==> config.mk <==
export PLATFORM = sky130hd
export DESIGN_NAME = i2s_serdes
export DESIGN_NICKNAME = d
export VERILOG_FILES = /design/src/rtl/i2s_pkg.sv /design/src/rtl/i2s_clk_gen.sv /design/src/rtl/i2s_serdes.sv
export SDC_FILE = /design/constraint.sdc
export NUM_CORES = 1
export LEC_CHECK = 0
export ABC_CLOCK_PERIOD_IN_PS = 3050
export CAP_MARGIN = 20
export CORE_MARGIN = 2
export CORE_UTILIZATION = 47
export DETAILED_ROUTE_END_ITERATION = 10
export PLACE_DENSITY = 0.76
export RECOVER_POWER = 25
export SYNTH_ARGS = -nofsm -noshare
export SYNTH_HDL_FRONTEND = slang
export SYNTH_SLANG_ARGS = --single-unit
==> constraint.sdc <==
create_clock -name clk -period 3.05 [get_ports clk]
set_input_delay 0.61 -clock clk [delete_from_list [all_inputs] [get_ports clk]]
set_output_delay 0.61 -clock clk [all_outputs]
set_load 0.1 [all_outputs]
==> src/rtl/i2s_pkg.sv <==
// Shared constants and strobe bundle for the CS4272 I2S codec interface.
// The frame counter decodes below assume a 1024-clk LRCLK period.
package i2s_pkg;

    localparam int SAMPLE_W = 24;
    localparam int CNT_W    = 10;

    localparam logic [CNT_W-1:0] RX_LFT_DONE = 10'h187;
    localparam logic [CNT_W-1:0] RX_RHT_DONE = 10'h387;
    localparam logic [CNT_W-1:0] VLD_CNT     = 10'h388;
    localparam logic [CNT_W-1:0] TX_LFT_LD   = 10'h00F;
    localparam logic [CNT_W-1:0] TX_RHT_LD   = 10'h20F;

    localparam logic [4:0] FIRST_SLOT = 5'd1;
    localparam logic [4:0] LAST_SLOT  = 5'd24;

    typedef struct packed {
        logic rx_shift;
        logic rx_lft_done;
        logic rx_rht_done;
        logic vld_set;
        logic tx_lft_ld;
        logic tx_rht_ld;
        logic tx_shift;
        logic tx_end;
        logic wrap;
    } strobe_t;

endpackage

==> src/rtl/i2s_clk_gen.sv <==
// Free-running frame counter, codec clock outputs and decoded per-cycle strobes.
// The clocks are taken straight from counter flops, so they cannot glitch.
module i2s_clk_gen
    import i2s_pkg::*;
(
    input  logic    clk,
    input  logic    rst,
    output logic    MCLK,
    output logic    SCLK,
    output logic    LRCLK,
    output strobe_t stb
);

    logic [CNT_W-1:0] cnt;
    logic [4:0]       slot;
    logic             data_slot;

    always_ff @(posedge clk) begin
        if (rst) begin
            cnt <= '0;
        end else begin
            cnt <= cnt + 1'b1;
        end
    end

    assign MCLK  = cnt[1];
    assign SCLK  = cnt[3];
    assign LRCLK = cnt[CNT_W-1];

    assign slot      = cnt[8:4];
    assign data_slot = (slot >= FIRST_SLOT) && (slot <= LAST_SLOT);

    // Phase 7 is the cycle before SCLK rises; phase F is the cycle before it falls.
    always_comb begin
        stb             = '0;
        stb.rx_shift    = (cnt[3:0] == 4'h7) && data_slot;
        stb.rx_lft_done = (cnt == RX_LFT_DONE);
        stb.rx_rht_done = (cnt == RX_RHT_DONE);
        stb.vld_set     = (cnt == VLD_CNT - 10'd1);
        stb.tx_lft_ld   = (cnt == TX_LFT_LD);
        stb.tx_rht_ld   = (cnt == TX_RHT_LD);
        stb.tx_shift    = (cnt[3:0] == 4'hF) && (slot >= FIRST_SLOT) && (slot < LAST_SLOT);
        stb.tx_end      = (cnt[3:0] == 4'hF) && (slot == LAST_SLOT);
        stb.wrap        = (cnt == '1);
    end

endmodule

==> src/rtl/i2s_serdes.sv <==
// Codec-side I2S serializer/deserializer with codec reset sequencing.
// Left is held until the right sample lands so both channels present on one vld.
module i2s_serdes
    import i2s_pkg::*;
(
    input  logic                       clk,
    input  logic                       rst,
    input  logic                       SDout,
    input  logic signed [SAMPLE_W-1:0] lft_out,
    input  logic signed [SAMPLE_W-1:0] rht_out,
    output logic                       MCLK,
    output logic                       SCLK,
    output logic                       LRCLK,
    output logic                       SDin,
    output logic                       RSTn,
    output logic signed [SAMPLE_W-1:0] lft_in,
    output logic signed [SAMPLE_W-1:0] rht_in,
    output logic                       vld
);

    strobe_t                    stb;
    logic [SAMPLE_W-2:0]        rx_sh;
    logic signed [SAMPLE_W-1:0] lft_hold;
    logic [SAMPLE_W-2:0]        tx_sh;
    logic [1:0]                 frm_cnt;
    logic                       vld_en;

    function automatic logic signed [SAMPLE_W-1:0] rx_word(input logic [SAMPLE_W-2:0] sh,
                                                           input logic            last_bit);
        return {sh, last_bit};
    endfunction

    i2s_clk_gen u_clk_gen (
        .clk   (clk),
        .rst   (rst),
        .MCLK  (MCLK),
        .SCLK  (SCLK),
        .LRCLK (LRCLK),
        .stb   (stb)
    );

    // Codec held in reset for the first frame, then two settling frames without vld.
    always_ff @(posedge clk) begin
        if (rst) begin
            RSTn    <= 1'b0;
            frm_cnt <= 2'd0;
        end else begin
            if (stb.wrap) begin
                RSTn <= 1'b1;
            end
            if (stb.wrap && RSTn && (frm_cnt != 2'd3)) begin
                frm_cnt <= frm_cnt + 2'd1;
            end
        end
    end

    assign vld_en = frm_cnt[1];

    always_ff @(posedge clk) begin
        if (stb.rx_shift) begin
            rx_sh <= {rx_sh[SAMPLE_W-3:0], SDout};
        end
        if (stb.rx_lft_done) begin
            lft_hold <= rx_word(rx_sh, SDout);
        end
    end

    always_ff @(posedge clk) begin
        if (rst) begin
            lft_in <= '0;
            rht_in <= '0;
            vld    <= 1'b0;
        end else begin
            vld <= stb.vld_set && vld_en;
            if (stb.rx_rht_done) begin
                rht_in <= rx_word(rx_sh, SDout);
                lft_in <= lft_hold;
            end
        end
    end

    // The MSB goes straight to SDin at load; the shift register keeps the remaining bits.
    always_ff @(posedge clk) begin
        if (stb.tx_lft_ld) begin
            tx_sh <= lft_out[SAMPLE_W-2:0];
        end else if (stb.tx_rht_ld) begin
            tx_sh <= rht_out[SAMPLE_W-2:0];
        end else if (stb.tx_shift) begin
            tx_sh <= {tx_sh[SAMPLE_W-3:0], 1'b0};
        end
    end

    always_ff @(posedge clk) begin
        if (rst) begin
            SDin <= 1'b0;
        end else if (stb.tx_lft_ld) begin
            SDin <= lft_out[SAMPLE_W-1];
        end else if (stb.tx_rht_ld) begin
            SDin <= rht_out[SAMPLE_W-1];
        end else if (stb.tx_shift) begin
            SDin <= tx_sh[SAMPLE_W-2];
        end else if (stb.tx_end) begin
            SDin <= 1'b0;
        end
    end

endmodule

==> results of run 1 <==
[power by group]
group / switching, mW / internal [mW] / leakage (nW) / total [mW]
combinational: 0.0451 / 0.0725 / 0.886 / 0.118
sequential: 0.00380 / 1.87 / 1.14 / 1.87
clock: 0.767 / 1.21 / 0.278 / 1.97
total: 0.816 / 3.15 / 2.31 / 3.96
[cells by family (layout without fill, tap and decap cells)]
group	after synthesis	in the layout	share of synthesized area (%)
buf+inv	50	151	3.863
compound gates	113	113	13.16
flops	133	133	62.18
mux	48	48	9.924
simple gates	87	87	9.923
xor+xnor	3	3	0.4859
fa+ha+maj	2	2	0.4626
[how the worst min path moves through the flow]
stage,depth (start not counted),start,endpoint
floorplan,1,u_clk_gen.cnt[0],u_clk_gen.cnt[0]
global placement,1,u_clk_gen.cnt[0],u_clk_gen.cnt[0]
detailed placement,1,u_clk_gen.cnt[0],u_clk_gen.cnt[0]
CTS,1,u_clk_gen.cnt[0],u_clk_gen.cnt[0]
global route,1,u_clk_gen.cnt[0],u_clk_gen.cnt[0]
finish,1,u_clk_gen.cnt[0],u_clk_gen.cnt[0]
[cell type report]
class                   instances  area share [%]
clock buffers                  17           6.080
clock inverters                15           2.200
well taps                     143           2.557
multi-input cells             253           26.79
inverters                       3          0.1609
flip-flops and latches        133           48.07
repair buffers                116           14.15
[synthesized netlist by cell type (3+ instances only)]
library cell	n	area share [%]
dfxtp_1	63	23
or3_1	5	0.58
nand2b_1	3	0.35
a21oi_1	55	5.1
o31ai_1	50	6.9
buf_2	5	0.46
nor3_1	3	0.28
inv_1	3	0.21
clkbuf_1	37	2.6
mux2i_1	3	0.56
nand2_1	4	0.28
o21ai_0	3	0.28
nand4_1	49	5.7
nand3_1	4	0.37
edfxtp_1	70	39
nor2b_1	4	0.46
buf_1	3	0.21
mux2_2	45	9.4
nor2_1	5	0.35
[worst reg2reg max path: cells and delay by family (launching register included)]
family / cells / cell delay [ns]
AND/OR/NAND/NOR: 3 / 0.90
buffers and inverters: 2 / 0.69
flip-flops: 1 / 0.47
[flip-flops by register name, indices dropped and copies added, names as in the netlist]
| register | cells |
|---|---|
| vld | 1 |
| SDin | 1 |
| lft_hold | 24 |
| frm_cnt | 2 |
| lft_in | 24 |
| tx_sh | 23 |
| rht_in | 24 |
| RSTn | 1 |
| u_clk_gen.cnt | 10 |
| rx_sh | 23 |
[layer usage]
metal  GRT usage (%)  routed length (um)  share of wire (%)
met5               0                   0                  0
met4           4.938                  94               0.79
met3           5.577                 756                6.4
met2           31.38                5788                 49
met1           26.70                5251                 44
[through the flow]
stage | hold WS [ns] | instance area [sq um] | util (%)
after floorplan | 0.4169 | 5435 | -
after global placement | 0.4281 | 6436 | 56.85
after detailed placement | 0.4372 | 6436 | 56.85
after CTS | 0.4424 | 7015 | 61.97
after global routing | 0.4507 | 6997 | 61.80
final | 0.4397 | 6997 | 61.80
==> metrics.cfg, run 1 <==
[layout]
regArea_sq_um = 3363
finalNetCount = 577
most-common-layout-cells = 70 x edfxtp_1, 63 x dfxtp_1, 54 x a21oi_1, 54 x buf_4, 50 x o31ai_1
area_delta_synth_final_pct = 29.35
layout_commonest_cell = edfxtp_1
final.fill_count = 864
drive_gt1_share_pct = 26.26
multiInputGateArea_sq_um = 1874
num_antenna_cells = 0
fin_cells = 680

[drt]
drcViolationCount = 0
drtAntennaViolNets = 0
first_pass_iters = 5
vias_per_cell = 5.779
wl_per_cell_um = 17.49
wirelength_um = 11890
via_count = 3930
drtIter0Drc = 387

[sta]
setup_slack_ns = 0.6947
slew_headroom_pct = 5.243
final.min_clock_period_ns = 2.355
timing.fmax_mhz = 424.6
worstMarginPinSlew_ns = 1.421
fin_skew_ns = 0.01141
tns_ns = 0
post-route-period-util_pct = 77.22
setup_viol = 0
rsz0062_at_grt = no
maxSlewViolCount = 0
hold_violations = 0

[floorplanning]
die_h_um = 111.3
die_x_um = 111.3
ios = 105
core_sq_um = 11320
rows = 39
initial_utilization_pct = 47.78
design.die.area_sq_um = 12380

[clock_network]
numCtsBuffers = 17
cts_resized = 0
cts_buffer_depth = 2
postCtsSetupRepairBufs = 0
clk_pin_slew_ns = 0.06
cts.sinks = 133
postCtsHoldBufs = 0
worst_skew_pair.late_latency_ns = 0.41
htree_levels = 4
tritoncts = done
clockRootBuffer = clkbuf_16

[setup_path]
crit_cells = 5
critical_path.endpoint = rx_sh[3]
crit_type = flip-flop to flip-flop
slowest_delay_ns = 0.53
cp.buffers_inverters = 2
path_cells = or3_2 -> buf_4 -> nor3_1 -> nor3b_4 -> buf_8
cp_top_family = simple AND/OR/NAND/NOR gates
crit_path_start = u_clk_gen.cnt[4]
worstReg2RegStart = u_clk_gen.cnt[4]
rr_endpoint = rx_sh[3]
worstRegToRegCells = 5
end_kind = flip-flop
crit_fanout = 51
reg2reg_slack_ns = 0.69
critPathRequiredTime_ns = 3.16
critical_path.startpoint_type = flip-flop
critPathArrivalTime_ns = 2.46
cp_slowest_cell = nor3b_4

[synth]
ys_ff_latch = 133
ys_warn_count = 0
synthFlopType = edfxtp_1
netlist_area_sq_um = 5409
syn_inst = 436
yosysSeqAreaShare_pct = 62.18
syn-num-nets = 489
synth_area_per_cell_sq_um = 12.41
synthDistinctLibCells = 35
async_reset_ff_share_pct = 0
synth_edf_count = 70

[global_routing]
grt_pass1_vias = 3916
overflow = 0
grt_max_degree = 52
grt_pass1_wl_um = 19810
gr-usage-all-layers_pct = 19.66
antenna_found_initial = 0

[power_and_ir_drop]
p_leak_nw = 2.307
power_mw = 3.964
ir_drop_mv = 0.6000
powerDensity_nw_per_um2 = 566.5

[place]
portBuffers = 104
hpwl_um = 7674
gp_congestion = 0.7835
placed_cells_incl_taps = 647
dp_slack_ns = 0.4864

[run]
maxCapViolCount = 0

[min_path]
hp-class = flip-flop to flip-flop

[outcome]
outcome = complete, no violations

No activity file was read; power rests on OpenSTA's default activity.
==> run 2, diff against run 1 <==
ABC_CLOCK_PERIOD_IN_PS = 2150   (was 3050)
clock period = 2.15 ns   (was 3.05 ns; I/O delays follow)
==> metrics.cfg, run 2 (synthesis gave the netlist of run 1 again) <==
[outcome]
outcome = finished, violations left
failed_checks = max-capacitance violations, max-slew violations

[sta]
final.min_clock_period_ns = 2.087
timing.fmax_mhz = 479.2
fin_skew_ns = 0.01998
hold_violations = 0
post-route-period-util_pct = 97.05
setup_viol = 0
slew_headroom_pct = -5.801
rsz0062_at_grt = no
worstMarginPinSlew_ns = 1.587
setup_slack_ns = 0.06332
hold_ws_ns = 0.4491
maxSlewViolCount = 35

[clock_network]
clk_pin_slew_ns = 0.05
worst_skew_pair.late_latency_ns = 0.41
clockRootBuffer = clkbuf_16
cts_buffer_depth = 2
numCtsBuffers = 17
tritoncts = done
htree_levels = 4
cts.sinks = 133

[setup_path]
crit_type = flip-flop to flip-flop
critPathArrivalTime_ns = 2.24
path_cells = buf_4 -> or3_4 -> nor4_4 -> buf_4 -> buf_12 -> mux2_2
slowest_delay_ns = 0.40
end_kind = flip-flop
crit_top_cell = buf_4
critical_path.startpoint_type = flip-flop
reg2reg_slack_ns = 0.06
crit_fanout = 12
cp_slowest_cell = or3_4
critPathRequiredTime_ns = 2.31

[layout]
drive_gt1_share_pct = 30.49
most-common-layout-cells = 70 x edfxtp_1, 67 x buf_4, 60 x dfxtp_1
fin_cells = 694
area_delta_synth_final_pct = 32.34
layout_commonest_cell = edfxtp_1
top_regs = lft_hold: 24 flops, lft_in: 24 flops, rht_in: 24 flops
finalNetCount = 591
final.fill_count = 872
num_antenna_cells = 0

[floorplanning]
die_h_um = 111.3
initial_utilization_pct = 47.78
ios = 105
rows = 39
core_sq_um = 11320
design.die.area_sq_um = 12380
die_x_um = 111.3

[global_routing]
antenna_found_initial = 0
overflow = 0
grt_pass1_wl_um = 19630
grt_pass1_vias = 3879
gr-usage-all-layers_pct = 19.78
grt_max_degree = 50

[drt]
wirelength_um = 12220
drtAntennaViolNets = 0
wl_per_cell_um = 17.60
drtIter0Drc = 375
drcViolationCount = 0
vias_per_cell = 5.836
first_pass_iters = 5
via_count = 4050

[min_path]
hp-class = flip-flop to flip-flop

[power_and_ir_drop]
powerDensity_nw_per_um2 = 767.0
ir_drop_mv = 0.5740
p_leak_nw = 2.408

[place]
placed_cells_incl_taps = 658
gp_congestion = 0.7438
dp_slack_ns = 0.01436
hpwl_um = 7720
portBuffers = 104

[run]
maxCapViolCount = 1

-- run 2: cell types whose count changed in the layout (fill, tap and decap cells not counted), moves of 2 or more --
cell and delta:
dfxtp_1 -3, clkbuf_1 -6, inv_6 -2, clkbuf_16 +2, clkinvlp_4 +2, clkbuf_2 +7
bufinv_16 -2, clkbuf_8 +2, clkinv_4 -2, dfxtp_4 +3, buf_4 +13
-- run 2: through the flow --
stage | setup TNS, ns | power (mW) | instance area, sq um | util, %
3_3_place_gp | 0 | 2.881 | 6564 | 57.98
5_1_grt | 0 | 5.649 | 7158 | 63.23
4_1_cts | 0 | 5.530 | 7121 | 62.90
2_1_floorplan | -5.406 | 2.776 | 5494 | -
3_5_place_dp | 0 | 2.886 | 6564 | 57.98
6_report | 0 | 5.490 | 7158 | 63.23
-- run 2: cell type report --
class	instances	area, sq um	area share (%)
Multi-Input combinational cell	253	1899	26.53
Tap cell	143	178.9	2.500
Sequential cell	133	3374	47.14
Timing Repair Buffer	130	1137	15.89
Inverter	3	11.26	0.1573
Clock inverter	10	71.32	0.9963
Clock buffer	22	485.5	6.782
-- run 2: final timing paths --
| kind | start | to | cells after the start |
|---|---|---|---|
| worst max-delay path | u_clk_gen.cnt[5] | tx_sh[4] | 6 |
| worst min-delay path | rx_sh[22] | lft_hold[23] | 0 |
| worst max register to register | u_clk_gen.cnt[5] | tx_sh[4] | 6 |
| worst min register to register | rx_sh[22] | lft_hold[23] | 0 |
-- run 2: critical path, delay by kind of cell (launching register included) --
family	cells	cell delay [ns]
and+or+nand+nor	2	0.72
muxes	1	0.34
buffers and inverters	3	0.46
DFF	1	0.31
-- run 2: per-layer routing --
layer  share of wire, %  GRT usage [%]  wire length (um)
met3                6.3          5.467               775
met1                 43          26.18              5293
met4               0.85          6.091               104
met2                 49          31.87              6042
met5                  0              0                 0
-- run 2: where the power goes --
part	internal, mW	total, mW	switching (mW)
Combinational	0.109	0.177	0.0670
Clock	1.61	2.66	1.05
Sequential	2.65	2.65	0.00538
-- run 2: what timing repair did --
action                     4_1_cts  5_1_grt
hold buffers                     0        0
setup endpoints to repair        1       12
buffers inserted                 0        2
pin swaps                        0        1
resized for setup                1        1
gates cloned                     0        1
==> run 3, diff against run 2 <==
CTS_BUF_LIST = sky130_fd_sc_hd__clkbuf_8 sky130_fd_sc_hd__clkbuf_16   (was unset)
==> metrics.cfg, run 3 (synthesis gave the netlist of run 1 again) <==
[layout]
top_regs = lft_hold: 24 flops, lft_in: 24 flops, rht_in: 24 flops
area_delta_synth_final_pct = 32.34
drive_gt1_share_pct = 30.49
finalNetCount = 591
layout_commonest_cell = edfxtp_1
final_cell_area_sq_um = 7158
num_antenna_cells = 0
fin_cells = 694
most-common-layout-cells = 70 x edfxtp_1, 67 x buf_4, 60 x dfxtp_1

[setup_path]
crit_fanout = 12
critical_path.endpoint = tx_sh[1]
crit_type = flip-flop to flip-flop
rr_endpoint = tx_sh[1]
slowest_delay_ns = 0.40
critical_path.startpoint_type = flip-flop
crit_path_start = u_clk_gen.cnt[5]
end_kind = flip-flop
critPathRequiredTime_ns = 2.30
cp_slowest_cell = or3_4
reg2reg_slack_ns = 0.06
critPathArrivalTime_ns = 2.24
crit_top_cell = buf_4
path_cells = buf_4 -> or3_4 -> nor4_4 -> buf_4 -> buf_12 -> mux2_2
worstRegToRegCells = 6
worstReg2RegStart = u_clk_gen.cnt[5]

[place]
portBuffers = 104
gp_congestion = 0.7438
dpl_cell_area_sq_um = 6564
placed_cells_incl_taps = 658
dp_slack_ns = 0.01436
hpwl_um = 7720

[sta]
rsz0062_at_grt = no
timing.fmax_mhz = 478.6
fin_skew_ns = 0.01265
slew_headroom_pct = -6.282
post-route-period-util_pct = 97.19
setup_slack_ns = 0.06042
final.min_clock_period_ns = 2.090
hold_violations = 0
setup_viol = 0
maxSlewViolCount = 35
worstMarginPinSlew_ns = 1.594
tns_ns = 0

[global_routing]
grt_pass1_wl_um = 19630
grt_pass1_vias = 3879
overflow = 0
antenna_found_initial = 0
grt_max_degree = 50
gr-usage-all-layers_pct = 19.78

[power_and_ir_drop]
power_mw = 5.480
p_leak_nw = 2.417
ir_drop_mv = 0.5733
powerDensity_nw_per_um2 = 765.6

[drt]
via_count = 4055
wl_per_cell_um = 17.62
first_pass_iters = 5
drtAntennaViolNets = 0
drcViolationCount = 0
drtIter0Drc = 362
wirelength_um = 12230
vias_per_cell = 5.843

[floorplanning]
die_x_um = 111.3
rows = 39
die_h_um = 111.3
core_sq_um = 11320
design.die.area_sq_um = 12380
initial_utilization_pct = 47.78
ios = 105

[outcome]
failed_checks = max-capacitance violations, max-slew violations
outcome = finished, violations left

[clock_network]
clockRootBuffer = clkbuf_16
cts.sinks = 133
tritoncts = done
cts_buffer_depth = 2
htree_levels = 4
worst_skew_pair.late_latency_ns = 0.41
postCtsHoldBufs = 0
clk_pin_slew_ns = 0.05
numCtsBuffers = 17

[min_path]
worstHoldPathCells = 0
hp-class = flip-flop to flip-flop

[run]
maxCapViolCount = 1

-- run 3: cell types whose count changed in the layout (fill, tap and decap cells not counted), sizes merged --
cell / before / now
clkbuf: 32 / 30
inv: 6 / 8
-- run 3: report_power, final --
| part | total [mW] | switching, mW | internal (mW) |
|---|---|---|---|
| Sequential | 2.65 | 0.00538 | 2.65 |
| Clock | 2.65 | 1.05 | 1.60 |
| Combinational | 0.177 | 0.0670 | 0.110 |
| Total | 5.48 | 1.12 | 4.36 |
-- run 3: worst min path at each step --
| stage | start | endpoint | slack, ns |
|---|---|---|---|
| 2_1_floorplan | rx_sh[22] | lft_hold[23] | 0.43 |
| 3_3_place_gp | lft_in[21] | lft_in[21] | 0.45 |
| 3_5_place_dp | lft_in[10] | lft_in[10] | 0.46 |
| 4_1_cts | rx_sh[22] | lft_hold[23] | 0.46 |
| 5_1_grt | rx_sh[22] | lft_hold[23] | 0.48 |
| 6_report | rx_sh[22] | lft_hold[23] | 0.46 |
-- run 3: critical path, delay by kind of cell, from the launching register on --
kind | cells | cell delay [ns]
buffers and inverters | 3 | 0.46
DFF | 1 | 0.31
muxes | 1 | 0.34
and+or+nand+nor | 2 | 0.72
-- run 3: timing repair --
action | in CTS | in global routing
gates resized for setup | 1 | 1
cloned | 0 | 1
endpoints found under the setup margin | 1 | 12
pin swaps | 0 | 1
setup buffers | 0 | 2
-- run 3: layout make-up --
class | instances | area (sq um)
sequential | 133 | 3374
tap | 143 | 178.9
timing repair buffer | 130 | 1137
multi-input combinational | 253 | 1899
clock buffer | 20 | 478.0
clock inverter | 12 | 78.83
inverter | 3 | 11.26
fill | 872 | 4163
-- run 3: per-layer routing --
metal	wire length, um	vias to the layer above	track usage (%)
met5	0	-	0
met1	5342	1986	26.18
li1	-	1917	-
met4	102	0	6.091
met3	736	6	5.467
met2	6045	146	31.87
-- run 3: through the flow --
stage          utilization [%]  hold slack, ns
6_report                 63.23          0.4561
3_3_place_gp             57.98          0.4539
4_1_cts                  62.90          0.4583
5_1_grt                  63.23          0.4782
2_1_floorplan                -          0.4260
3_5_place_dp             57.98          0.4583
==> patch 1 (settings of run 2) <==
Set the package constant `FIRST_SLOT` to 5'd0 (it was 5'd1).
--- a/src/rtl/i2s_pkg.sv
+++ b/src/rtl/i2s_pkg.sv
@@ -11,7 +11,7 @@
     localparam logic [CNT_W-1:0] TX_LFT_LD   = 10'h00F;
     localparam logic [CNT_W-1:0] TX_RHT_LD   = 10'h20F;
 
-    localparam logic [4:0] FIRST_SLOT = 5'd1;
+    localparam logic [4:0] FIRST_SLOT = 5'd0;
     localparam logic [4:0] LAST_SLOT  = 5'd24;
 
     typedef struct packed {
Check against the original RTL: no difference found for any inputs over 10 cycles, from zero or initial values and one cycle with rst high; that may be too few to reach the edited logic, so the function may still have changed.
==> patch 1 against run 2 <==
Cell area down 5.0%. Die area down 7.2%. Critical endpoint is now lft_in[2]$_SDFFE_PP0N_. Setup slack better by 100 ps. Global-route usage down 2.2 points. Power up 7.0%. Utilization up 2.6 points. Maximum frequency up 5.0%. Area after synthesis down 7.4%. Sequential cell count unchanged. Wire length down 21%. First-iteration DRC count down 45%.
==> patch 1: results <==
[run_status]
outcome = "complete, no violations"

[yosys]
synthTopCellsByCount = "nand2_1, edfxtp_1, a21oi_1"
syn_nets = 490
async_reset_ff_share_pct = 0
yosysSeqAreaShare_pct = 67.2
synthTopCellsByArea = "edfxtp_1, dfxtp_1, nand2_1, a21oi_1, mux2i_1"
yosysTopAreaCell = "edfxtp_1"
synth-edff-count = 70
syn_inst = 437
ys_types = 36

[layout]
final_net_count = 595
antennaDiodeCount = 0
drive_gt1_share_pct = 23.4
fillers = 780
top_regs = "lft_hold (24), lft_in (24), rht_in (24)"

[drt]
wire_per_inst_um = 13.9
vias = 3511
first_pass_iters = 6
drt_iter0_drc = 206
drt-total-wl_mm = 9.61

[min_path]
worstHoldPathType = "in -> reg"

[cts]
cts_buffers = 17
ctsResizeCount = 0
clock-root-buffer = "clkbuf_8"
clk_latency_ps = 530
post_cts_buffers = 0
cts.path.max_buffers = 2
path_clk_slew_ps = 60
cts.htree.levels = 4

[placed_design]
place_ws_ps = 216
place_congestion = 0.759
io_buffer_count = 104
dpl.hpwl_mm = 6.12
dp_cells = 659

[critical_path]
cpPeakStageDelay_ps = 680
crit_family = "simple AND/OR/NAND/NOR gates"
cp.arrival_ps = 2380
crit_slowest_cell = "or4_2"
path_max_fanout = 49

[power]
irDropWorstVdd_v = 0.000416
swShare_pct = 18.4
power_leakage_nw = 2.34

[global_routing]
grt_pass1_vias = 3407
track_usage_pct = 17.6
antenna_found_initial = 0
grt_first_pass_wirelength_mm = 15.8
grt_start_max_net_pins = 64

[timing]
clock_skew_ps = 26.1
worst_slew_pin_slew_ps = 551
==> patch 1: cell count changes in the layout (fill, tap and decap cells not counted), moves of 5 or more <==
cell / delta
nand2_1: +87
o31ai_1: -49
nand4_1: -48
mux2_2: -43
nor2_1: +28
mux2i_1: +21
buf_4: -15
nand2_2: +11
a21oi_1: +9
a21oi_2: +9
clkinvlp_4: -5
==> patch 1: worst paths after layout <==
path	from	end	slack, ps	depth (start not counted)
max	u_clk_gen.cnt[0]$_SDFF_PP0_	lft_in[2]$_SDFFE_PP0N_	160	6
min	rst	u_clk_gen.cnt[0]$_SDFF_PP0_	380	3
max reg2reg	u_clk_gen.cnt[0]$_SDFF_PP0_	lft_in[2]$_SDFFE_PP0N_	160	6
min reg2reg	lft_in[20]$_SDFFE_PP0N_	lft_in[20]$_SDFFE_PP0N_	450	2
==> patch 1: cell type report <==
| cell class | instances | share of cell area, % |
|---|---|---|
| sequential | 133 | 49.6 |
| multi-input combinational | 274 | 23.0 |
| timing repair buffer | 115 | 15.5 |
| clock buffer | 24 | 7.23 |
| tap | 136 | 2.50 |
| clock inverter | 8 | 2.12 |
| inverter | 1 | 0.0552 |
==> patch 1: metal layers <==
metal | share of wire, % | wire [um] | GRT usage [%]
met4 | 0.65 | 62 | 6.12
met2 | 50 | 4800 | 28.8
met1 | 43 | 4150 | 21.5
met5 | 0 | 0 | 0
met3 | 6.2 | 599 | 6.50
==> patch 1: power groups by stage <==
| stage | logic, mW | registers, mW | clock network, mW |
|---|---|---|---|
| 6_report | 0.161 | 2.66 | 3.05 |
| 5_1_grt | 0.174 | 2.66 | 3.23 |
| 3_5_place_dp | 0.164 | 2.71 | 0 |
| 3_3_place_gp | 0.161 | 2.71 | 0 |
| 2_1_floorplan | 0.0416 | 2.73 | 0 |
| 4_1_cts | 0.165 | 2.66 | 3.10 |
==> patch 1: cell families (layout without fill, tap and decap cells) <==
logic type               Yosys count  after routing  share of synthesized area [%]
AO/OA/AOI/OAI                     82             82                           9.22
XOR/XNOR                           6              6                           1.05
adder cells (fa/ha/maj)            2              2                          0.500
buffers and inverters             30            148                           2.87
flip-flops                       133            133                           67.2
multiplexers                      26             26                           5.25
AND/OR/NAND/NOR                  158            158                           13.9
==> patch 1: metrics by stage <==
stage / cell area, um^2 / TNS [ps] / util, %
4_1_cts: 6830 / 0 / 66.1
5_1_grt: 6800 / 0 / 65.8
3_5_place_dp: 6190 / 0 / 60.0
2_1_floorplan: 5080 / -2470 / -
3_3_place_gp: 6190 / 0 / 60.0
6_report: 6800 / 0 / 65.8
==> patch 1: tightest hold or removal path, delay by kind of cell <==
kind	cells	cell delay, ps
AND/OR/NAND/NOR	1	110
buffers and inverters	2	320
==> patch 2 (config.mk and constraints of run 2) <==
Made on the original files. Compare `cnt` against `VLD_CNT - 10'd1` with >= in place of ==.
--- a/src/rtl/i2s_clk_gen.sv
+++ b/src/rtl/i2s_clk_gen.sv
@@ -36,7 +36,7 @@
         stb.rx_shift    = (cnt[3:0] == 4'h7) && data_slot;
         stb.rx_lft_done = (cnt == RX_LFT_DONE);
         stb.rx_rht_done = (cnt == RX_RHT_DONE);
-        stb.vld_set     = (cnt == VLD_CNT - 10'd1);
+        stb.vld_set     = (cnt >= VLD_CNT - 10'd1);
         stb.tx_lft_ld   = (cnt == TX_LFT_LD);
         stb.tx_rht_ld   = (cnt == TX_RHT_LD);
         stb.tx_shift    = (cnt[3:0] == 4'hF) && (slot >= FIRST_SLOT) && (slot < LAST_SLOT);
Formal check against the unedited RTL: no difference found for any inputs over 10 cycles, from zero or initial values and one cycle with rst high; that may be too few to reach the edited logic, so the function may still have changed.
==> patch 2 against run 2 <==
Cell area decreased by 7.6%. Synthesized cell count unchanged. Count of clock-buffer cells in the layout decreased by 5. Hold slack got worse by 110 ps. Via count decreased by 15%. Critical path depth decreased by 3. First-iteration DRC count decreased by 40%. Power decreased by 0.38%. Wire length decreased by 21%. Die area decreased by 8.3%. Sequential cell count unchanged. Area after synthesis decreased by 8.6%. Sequential share of layout area increased by 3.8 points. Setup slack improved by 74 ps.
==> patch 2: results <==
[layout]
multi_input_area_share_pct = 22.4
final_net_count = 596
buffers_excl_clock = 115
drive_gt1_share_pct = 19.6
seq_area_share_pct = 50.9
fillers = 811
finalNonFillerCells = 692
layout.comb_gates.multi_input = 274
num-nonclk-inverters = 2
n_clock_buffer = 17
clkCellAreaFrac_pct = 8.38

[critical_path]
path_max_fanout = 19
crit_family = "buffers and inverters"
rrSetupSlack_ps = 170
r2r_start = "u_clk_gen.cnt[0]$_SDFF_PP0_"
cp.arrival_ps = 1580
crit_slowest_cell = "dfxtp_2"
rr_endpoint = "lft_in[20]$_SDFFE_PP0N_"

[run_status]
outcome = "complete, no violations"

[die]
fp.coreArea_um2 = 10300

[timing]
clock_skew_ps = 13.1
hold_ws_ps = 337
postLayoutSetupSlackWorst_ps = 137

[power]
powerDensity_nw_per_um2 = 826
power.switching_mw = 1.25
irDropWorstVdd_v = 0.000419

[global_routing]
track_usage_pct = 18.2
grt_first_pass_wirelength_mm = 16.1
grt_pass1_vias = 3336

[placed_design]
dpl.hpwl_mm = 6.29
place_ws_ps = 215
dp_cells = 660

[yosys]
synthTopCellsByArea = "edfxtp_1, dfxtp_1, nand2_1, a21oi_1, mux2i_1"
synth_fa_ha_area_share_pct = 0.506
synth_compound_area_share_pct = 7.97
synth.most_common_cell = "nand2_1"
synth_xor_area_share_pct = 1.24
synthTopCellsByCount = "nand2_1, a21oi_1, edfxtp_1"

[drt]
wire_per_inst_um = 14.0
via_per_inst = 4.99
drt_iter0_drc = 225

[min_path]
worstHoldPathType = "in -> reg"
holdPathEnd = "u_clk_gen.cnt[0]$_SDFF_PP0_"
holdCritStartpoint = "rst"

[cts]
clk_latency_ps = 520
patch 2: cell count changes after synthesis, sizes merged, moves of 2 or more:
cell,delta
mux2i,+22
nand2,+95
a21oi,+19
o31ai,-50
nand2b,-2
mux2,-45
nor2,+30
nor3,+2
xnor2,+5
nand4,-48
clkbuf,-24
buf,+4
nor2b,-2
patch 2: metal layers:
metal	GRT usage (%)	wire length [um]	up-vias
met4	5.94	66	0
li1	-	-	1731
met3	6.19	542	6
met2	28.4	4710	99
met5	0	0	-
met1	23.8	4360	1617
patch 2: repair_timing:
item                                    CTS  global route
endpoints found under the hold margin     0             0
endpoints found under the setup margin    0             1
resized for setup                         0             1
patch 2: power by group through the flow:
stage                     Combinational (mW)  Sequential, mW  Clock [mW]
after CTS                              0.162            2.66        2.70
after global placement                 0.158            2.71           0
after global routing                   0.170            2.66        2.83
after floorplan                       0.0377            2.73           0
final                                  0.158            2.66        2.66
after detailed placement               0.161            2.71           0
